$ cat src/rtl/keypad_scan_if.sv
`default_nettype none
// ============================================================================
// Module      : keypad_scan_if
// Description : Column drive, row sense and key report bundle for the 4x4 keypad
//               scan controller.
// Revision    : 1.0 - initial release
// ============================================================================
interface keypad_scan_if;
   logic [3:0] row;
   logic [3:0] col;
   logic       key_valid;
   logic [3:0] key_code;
   logic       key_held;

   modport master (
      input  row,
      output col,
      output key_valid,
      output key_code,
      output key_held
   );

   modport slave (
      output row,
      input  col,
      input  key_valid,
      input  key_code,
      input  key_held
   );
endinterface
`default_nettype wire

$ cat src/rtl/keypad_scan_ctrl.sv
`default_nettype none
// ============================================================================
// Module      : keypad_scan_ctrl
// Description : 4x4 keypad column scanner that locks onto one key, debounces
//               press and release, and strobes the key index once per press.
// Revision    : 1.0 - initial release
// ============================================================================
module keypad_scan_ctrl #(
   parameter int SETTLE_CYCLES   = 4,
   parameter int DEBOUNCE_CYCLES = 60
) (
   input  logic          clk,
   input  logic          nrst,
   keypad_scan_if.master kp
);

   localparam int c_cnt_max = (SETTLE_CYCLES > DEBOUNCE_CYCLES) ?
                              (SETTLE_CYCLES - 1) : (DEBOUNCE_CYCLES - 1);
   localparam int c_cnt_w   = (c_cnt_max < 2) ? 1 : $clog2(c_cnt_max + 1);

   localparam logic [c_cnt_w-1:0] c_settle_last = c_cnt_w'(SETTLE_CYCLES - 1);
   localparam logic [c_cnt_w-1:0] c_deb_last    = c_cnt_w'(DEBOUNCE_CYCLES - 1);

   if (SETTLE_CYCLES < 1) begin : g_settle_chk
      $error("SETTLE_CYCLES must be >= 1");
   end
   if (DEBOUNCE_CYCLES < 2) begin : g_deb_chk
      $error("DEBOUNCE_CYCLES must be >= 2");
   end

   typedef enum logic [1:0] {
      ST_SCAN     = 2'd0,
      ST_DEBOUNCE = 2'd1,
      ST_PRESS    = 2'd2,
      ST_HOLD     = 2'd3
   } state_t;

   state_t               r_state,     w_state_nxt;
   logic [c_cnt_w-1:0]   r_cnt,       w_cnt_nxt;
   logic [1:0]           r_col_idx,   w_col_idx_nxt;
   logic [1:0]           r_row_sel,   w_row_sel_nxt;
   logic [3:0]           r_col,       w_col_nxt;
   logic                 r_key_valid, w_key_valid_nxt;
   logic [3:0]           r_key_code,  w_key_code_nxt;
   logic                 r_key_held,  w_key_held_nxt;

   logic [1:0]           w_first_row;
   logic                 w_row_bit;

   // Lowest-index closed row wins when several rows are seen at once.
   always_comb begin
      w_first_row = 2'd0;
      if (kp.row[0]) begin
         w_first_row = 2'd0;
      end else if (kp.row[1]) begin
         w_first_row = 2'd1;
      end else if (kp.row[2]) begin
         w_first_row = 2'd2;
      end else begin
         w_first_row = 2'd3;
      end
   end

   assign w_row_bit = kp.row[r_row_sel];

   always_ff @(posedge clk) begin
      if (!nrst) begin
         r_state     <= ST_SCAN;
         r_cnt       <= '0;
         r_col_idx   <= 2'd0;
         r_row_sel   <= 2'd0;
         r_col       <= 4'b0001;
         r_key_valid <= 1'b0;
         r_key_code  <= 4'd0;
         r_key_held  <= 1'b0;
      end else begin
         r_state     <= w_state_nxt;
         r_cnt       <= w_cnt_nxt;
         r_col_idx   <= w_col_idx_nxt;
         r_row_sel   <= w_row_sel_nxt;
         r_col       <= w_col_nxt;
         r_key_valid <= w_key_valid_nxt;
         r_key_code  <= w_key_code_nxt;
         r_key_held  <= w_key_held_nxt;
      end
   end

   always_comb begin
      w_state_nxt     = r_state;
      w_cnt_nxt       = r_cnt;
      w_col_idx_nxt   = r_col_idx;
      w_row_sel_nxt   = r_row_sel;
      w_key_valid_nxt = 1'b0;
      w_key_code_nxt  = r_key_code;
      w_key_held_nxt  = r_key_held;

      case (r_state)
         ST_SCAN: begin
            if (r_cnt == c_settle_last) begin
               w_cnt_nxt = '0;
               if (kp.row == 4'd0) begin
                  w_col_idx_nxt = r_col_idx + 2'd1;
               end else begin
                  w_row_sel_nxt = w_first_row;
                  w_state_nxt   = ST_DEBOUNCE;
               end
            end else begin
               w_cnt_nxt = r_cnt + 1'b1;
            end
         end

         ST_DEBOUNCE: begin
            if (!w_row_bit) begin
               // Column stays put so the same key gets a fresh settle window.
               w_cnt_nxt   = '0;
               w_state_nxt = ST_SCAN;
            end else if (r_cnt == c_deb_last) begin
               w_cnt_nxt       = '0;
               w_state_nxt     = ST_PRESS;
               w_key_valid_nxt = 1'b1;
               w_key_code_nxt  = {r_row_sel, r_col_idx};
               w_key_held_nxt  = 1'b1;
            end else begin
               w_cnt_nxt = r_cnt + 1'b1;
            end
         end

         ST_PRESS: begin
            w_cnt_nxt   = '0;
            w_state_nxt = ST_HOLD;
         end

         ST_HOLD: begin
            if (w_row_bit) begin
               w_cnt_nxt = '0;
            end else if (r_cnt == c_deb_last) begin
               // Resume at the next column so other held keys get their turn.
               w_cnt_nxt      = '0;
               w_key_held_nxt = 1'b0;
               w_col_idx_nxt  = r_col_idx + 2'd1;
               w_state_nxt    = ST_SCAN;
            end else begin
               w_cnt_nxt = r_cnt + 1'b1;
            end
         end

         default: begin
            w_cnt_nxt   = '0;
            w_state_nxt = ST_SCAN;
         end
      endcase

      w_col_nxt = 4'b0001 << w_col_idx_nxt;
   end

   assign kp.col       = r_col;
   assign kp.key_valid = r_key_valid;
   assign kp.key_code  = r_key_code;
   assign kp.key_held  = r_key_held;

endmodule
`default_nettype wire

$ cat src/flat_wrapper.sv
// flat-port wrapper written by rule: the top's interface ports become plain ports
module keypad_scan_ctrl_flat 
#(
   parameter int SETTLE_CYCLES   = 4,
   parameter int DEBOUNCE_CYCLES = 60
)
  (clk, nrst, kp_row, kp_col, kp_key_valid, kp_key_code, kp_key_held);
  keypad_scan_if kp_i ();
  input  logic clk;
  input  logic nrst;
  input wire logic [$bits(kp_i.row)-1:0] kp_row;
  output wire logic [$bits(kp_i.col)-1:0] kp_col;
  output wire logic [$bits(kp_i.key_valid)-1:0] kp_key_valid;
  output wire logic [$bits(kp_i.key_code)-1:0] kp_key_code;
  output wire logic [$bits(kp_i.key_held)-1:0] kp_key_held;
  assign kp_i.row = kp_row;
  assign kp_col = kp_i.col;
  assign kp_key_valid = kp_i.key_valid;
  assign kp_key_code = kp_i.key_code;
  assign kp_key_held = kp_i.key_held;
  keypad_scan_ctrl #(.SETTLE_CYCLES(SETTLE_CYCLES), .DEBOUNCE_CYCLES(DEBOUNCE_CYCLES)) u_core (.clk(clk), .nrst(nrst), .kp(kp_i));
endmodule
$ cat config.mk
export PLATFORM = sky130hd
export DESIGN_NAME = keypad_scan_ctrl_flat
export DESIGN_NICKNAME = d
export VERILOG_FILES = /design/src/rtl/keypad_scan_if.sv /design/src/rtl/keypad_scan_ctrl.sv /design/src/flat_wrapper.sv
export SDC_FILE = /design/constraint.sdc
export NUM_CORES = 1
export LEC_CHECK = 0
export BUFFER_PORTS_ARGS = -buffer_cell sky130_fd_sc_hd__buf_4
export CAP_MARGIN = 30
export CORE_MARGIN = 1
export CORE_UTILIZATION = 55
export CTS_CLUSTER_SIZE = 40
export DETAILED_ROUTE_END_ITERATION = 7
export PLACE_DENSITY_LB_ADDON = 0.1
export SYNTH_ARGS = -nofsm -noshare
export SYNTH_HDL_FRONTEND = slang
export SYNTH_SLANG_ARGS = --single-unit
$ cat constraint.sdc
create_clock -name clk -period 2.2 [get_ports clk]
set_input_delay 0.22 -clock clk [delete_from_list [all_inputs] [get_ports clk]]
set_output_delay 0.22 -clock clk [all_outputs]
set_load 0.005 [all_outputs]
* Yosys cells after proc, flatten, opt, wreduce, memory -nomap -nowiden
Cells that the tools add are included.
** Operators by class
- Add/sub/neg operators :: 2
- Multipliers :: 0
- Divide/modulo/power cells :: 0
- Magnitude comparators :: 1
- Equal/unequal tests :: 12
- Shifts and indexed selects :: 1
- Mux-type cells :: 28
- Bitwise operators :: 1
- Reduce and logical (&&, ||, !) cells :: 8
** Operators with widths (count)
- two-way mux 2 bit :: 12
- two-way mux 6 bit :: 4
- case mux 6 bit (4 select lines) :: 1
- AND reduction 5 bit :: 2
- AND reduction 3 bit :: 3
- inequality test 2 x 1 -> 1 bit (second input constant) :: 4
- case mux 2 bit (4 select lines) :: 1
- two-way mux 1 bit :: 7
- adder 6 x 1 -> 6 bit (second input constant) :: 1
- == test 6 x 2 -> 1 bit (second input constant) :: 1
- == test 6 bit (second input constant) :: 1
- == test 2 bit (second input constant) :: 2
- logical NOT 4 bit :: 1
- inequality test 2 bit (second input constant) :: 2
- case mux 2 bit (2 select lines) :: 1
- << shifter 1 x 2 -> 4 bit (first input constant) :: 1
- < comparator 2 x 3 -> 1 bit (second input constant) :: 1
- inequality test 3 bit (second input constant) :: 1
- adder 2 x 1 -> 2 bit (second input constant) :: 1
- binary-select mux 1 bit (select 2 bit) :: 1
- == test 2 x 1 -> 1 bit (second input constant) :: 1
- logical NOT 2 bit :: 1
- case mux 1 bit (2 select lines) :: 1
- nonzero test 2 bit :: 1
- inverter 1 bit :: 1
** Word-level totals
- Bits in registers :: 22
- Bits in latches :: 0
- Bits in writable memories :: 0
- Memory bits (read-only) :: 0
- Output and inout bits :: 10
- Word-level logic and storage cells :: 61
- Memories kept :: 0

* Depth between registers and ports, before layout
- Depth in word-level cells :: 5
- Mapped depth :: 7
- Mapped depth without buffers :: 7

* Worst setup path after synthesis
OpenSTA, ideal clock, no wires.
- Path kind :: reg-to-reg
- From :: register u_core.r_state[0]
- To :: register u_core.r_col[2], in the netlist u_core.kp.col[2]
- Data arrival time :: 1.799 ns
- Data required time :: 2.140 ns
- Setup slack :: 0.341 ns
- Cell stages (with the launch flop) :: 8
- Period minus slack after synthesis :: 1.859 ns
- Path through :: dfxtp_1 -> inv_1 -> ha_1 -> or4b_4 -> nor2_4 -> a31oi_1 -> a22oi_2 -> and3_1
** Between the ends
- Cells in the longest elaborated chain, start to end :: 3
- Elaborated cells on any way between the ends :: 4
- Those cells by class :: eq/ne: 1; shift: 1; mux: 1; reduce/logical: 1
** Ends and longest elaborated chain
- from (decl) :: RTL line keypad_scan_ctrl.sv:38 : state_t r_state, w_state_nxt;
- from (signal assigned) :: RTL line keypad_scan_ctrl.sv:77 : r_state <= w_state_nxt;
- == test 2 bit or logical NOT 2 bit (tied branches) :: RTL line keypad_scan_ctrl.sv:97 : case (r_state)
- case mux 2 bit (2 select lines) (*) :: RTL line keypad_scan_ctrl.sv:97
- << shifter 1 x 2 -> 4 bit (*) :: RTL line keypad_scan_ctrl.sv:153 : w_col_nxt = 4'b0001 << w_col_idx_nxt;
- to (signal assigned) :: RTL line keypad_scan_ctrl.sv:81 : r_col <= w_col_nxt;
- to (decl) :: RTL line keypad_scan_ctrl.sv:42 : logic [3:0] r_col, w_col_nxt;
Every way passes the cells marked *; elsewhere a longest branch is shown, timed or not.
A chain may end at the register's enable or synchronous reset.

* Worst setup path in the final report
Ends and elaborated chain as after synthesis.

==> impl_metrics.tcl <==
set metrics [dict create \
    fin_setup_tns_ns 0 \
    grt_usage_pct 23.61 \
    vdd_drop_max_mv 0.5297 \
    final_cells 160 \
    power.leakage_nw 0.4876 \
    initial_core_util_pct 61.11 \
    dp.cells 156 \
    cts_tree "built" \
    maxCapViolCount 0 \
    viasPerCell 5.794 \
    ys_seq_area_share_pct 40.00 \
    max_slew_margin_pct 65.31 \
    period_share_pct 89.39 \
    clk-insertion-delay-late_ns 0.31 \
    synth.ff_latch_count 22 \
    syn_nets 127 \
    num_vias 927 \
    drt-initial-drc-count 19 \
    worstPathRequired_ns 2.41 \
    wl_per_cell_um 13.75 \
    gp_congestion 0.8634 \
    tightest_slew_ns 0.5156 \
    grt_antenna_before_repair 0 \
    synthCells 115 \
    finalSetupViolCount 0 \
    io_pins 16 \
    p_switching_w 0.0003062 \
    swShare_pct 31.70 \
    power_frac_comb_pct 28.9 \
    grt_max_degree 13 \
    htreeDepth 1 \
    final_core_utilization_pct 71.67 \
    power.internal_w 0.0006598 \
    yosysWarnings 0 \
    cts_sinks 22 \
    postCtsSetupBuffers 0 \
    grt_pass1_vias 818 \
    dp_hpwl_um 1651 \
    total_power_w 0.0009660 \
    fp.dieW_um 46.74 \
    period_needed_ns 1.967 \
    syn_to_final_growth_pct 17.27 \
    setup_slack_ns 0.2334 \
    drv_slew 0 \
    fmax_mhz 508.5 \
    crit_arrival_ns 2.18 \
    synth_ff_type "dfxtp_1" \
    critical_path.startpoint_type "register" \
    drive_gt1_share_pct 26.67 \
    routed_wl_um 2200 \
    antenna_left 0 \
    crit_path_max_fanout 5 \
    path_clk_slew_ns 0.12 \
    io_buffers 15 \
    status "completed" \
    grt_overflow 0 \
    end_kind "register" \
    grt_first_pass_wirelength_um 3601 \
    die_y_um 46.74 \
    min_path_type "in -> reg" \
    pwr-share-seq_pct 48.0 \
    dpl_worst_slack_ns 0.2592 \
    diodes 0 \
    drtPass1Iterations 4 \
    rsz0062_at_grt "no" \
    synthArstFlopShare_pct 0 \
    synthesis.area_mm2 0.001101 \
    synth_area_per_cell_um2 9.574 \
    synth-edff-count 0 \
    num_rows 15 \
    power_frac_clock_pct 23.2 \
    fp.dieArea_mm2 0.002185 \
    cts_buffers 3 \
    drc_errors 0 \
    nNetsFinal 148 \
    cts.repair.resized 0 \
    clock-skew-final_ns 0.006490 \
    power_density_mw_per_mm2 748.1 \
    yosys.cell_types.count 42 \
    cts-hold-fix-buffers 0 \
    clockBufferDepth 2 \
    cts_root_buf "clkbuf_4" \
    core_mm2 0.001802 \
    hold_viol 0 \
    crit_type "reg -> reg" \
]
## synth_stat cells (all sizes together) (2+ instances only)
library cell	instances	area (um^2)
and2	3	18.77
nand3	9	50.05
xnor2	2	17.52
nor3	4	30.03
nor4	2	12.51
a21oi	8	40.04
nand2	11	46.29
nor2	11	48.80
o31ai	4	57.55
o21ai	3	15.01
ha	6	75.07
a31oi	2	12.51
or4b	2	27.53
xor2	2	17.52
inv	4	15.01
dfxtp	22	440.4
## layout by cell type (no fill, tap or decap), drive strengths merged, types with 2 or more instances in the layout
cell type  count
dfxtp         22
buf           17
nor2          11
nand2         11
nand3          9
a21oi          8
ha             6
inv            4
clkbuf         4
o31ai          4
nor3           4
and2           3
o21ai          3
nor4           2
or4b           2
a31oi          2
xor2           2
xnor2          2
## sequential cells by signal, summed over array words and instances, names as in the netlist, named ones only
name                 cells
u_core.kp.col            4
u_core.r_state           1
u_core.r_row_sel         2
u_core.kp.key_code       4
u_core.r_col_idx         2
u_core.r_cnt             6
u_core.kp.key_held       1
u_core.kp.key_valid      1
## power by group through the flow
stage                     Sequential (W)  Combinational (W)  Clock (W)
after floorplan                 0.000466           0.000213          0
after global placement          0.000470           0.000264          0
after detailed placement        0.000472           0.000274          0
after CTS                       0.000463           0.000277   0.000229
after global routing            0.000470           0.000304   0.000241
final                           0.000463           0.000279   0.000224
## metrics by stage
stage	hold slack, ns	area, um^2
2_1_floorplan	0.3085	1101
3_3_place_gp	0.4442	1255
3_5_place_dp	0.4481	1255
4_1_cts	0.1406	1291
5_1_grt	0.1445	1291
6_report	0.1468	1291
## routing by layer
layer	track usage [%]	share of wire (%)
met1	30.50	47
met2	38.33	48
met3	3.846	2.8
met4	11.43	2.0
met5	0	0
## cell families (layout without fill, tap and decap cells)
group | after synthesis | after routing | share of synthesized area, %
muxes | 2 | 2 | 2.954
DFF | 22 | 22 | 40.00
and+or+nand+nor | 53 | 53 | 29.09
buffers and inverters | 6 | 26 | 2.158
xor gates and xnor gates | 4 | 4 | 3.182
adders and majority gates | 6 | 6 | 6.818
AOI/OAI and AO/OA | 22 | 22 | 15.79
## worst max-delay path: stages (launching register included)
cell	delay, ns
dfxtp_1	0.37
inv_1	0.09
ha_1	0.17
or4b_4	0.48
nor4_1	0.36
o31ai_1	0.17
and3_1	0.22
## final cells by class
cell class | count | area [um^2]
clock buffers | 4 | 36.28
fillers | 146 | 510.5
inverters | 5 | 18.77
multi-input cells | 87 | 636.9
flip-flops and latches | 22 | 440.4
well taps | 25 | 31.28
repair buffers | 17 | 127.6
## worst paths after layout
check                           slack [ns]                               start                                 end  depth (start not counted)
worst min-delay path                  0.15                                nrst         u_core.kp.col[0]$_SDFF_PN1_                          2
worst min register to register        0.46  u_core.kp.key_code[1]$_SDFFE_PN0P_  u_core.kp.key_code[1]$_SDFFE_PN0P_                          2
worst max-delay path                  0.23      u_core.r_state[0]$_SDFFE_PN0P_         u_core.kp.col[2]$_SDFF_PN0_                          6
worst max register to register        0.23      u_core.r_state[0]$_SDFFE_PN0P_         u_core.kp.col[2]$_SDFF_PN0_                          6
No activity file was read; power rests on OpenSTA's default activity.
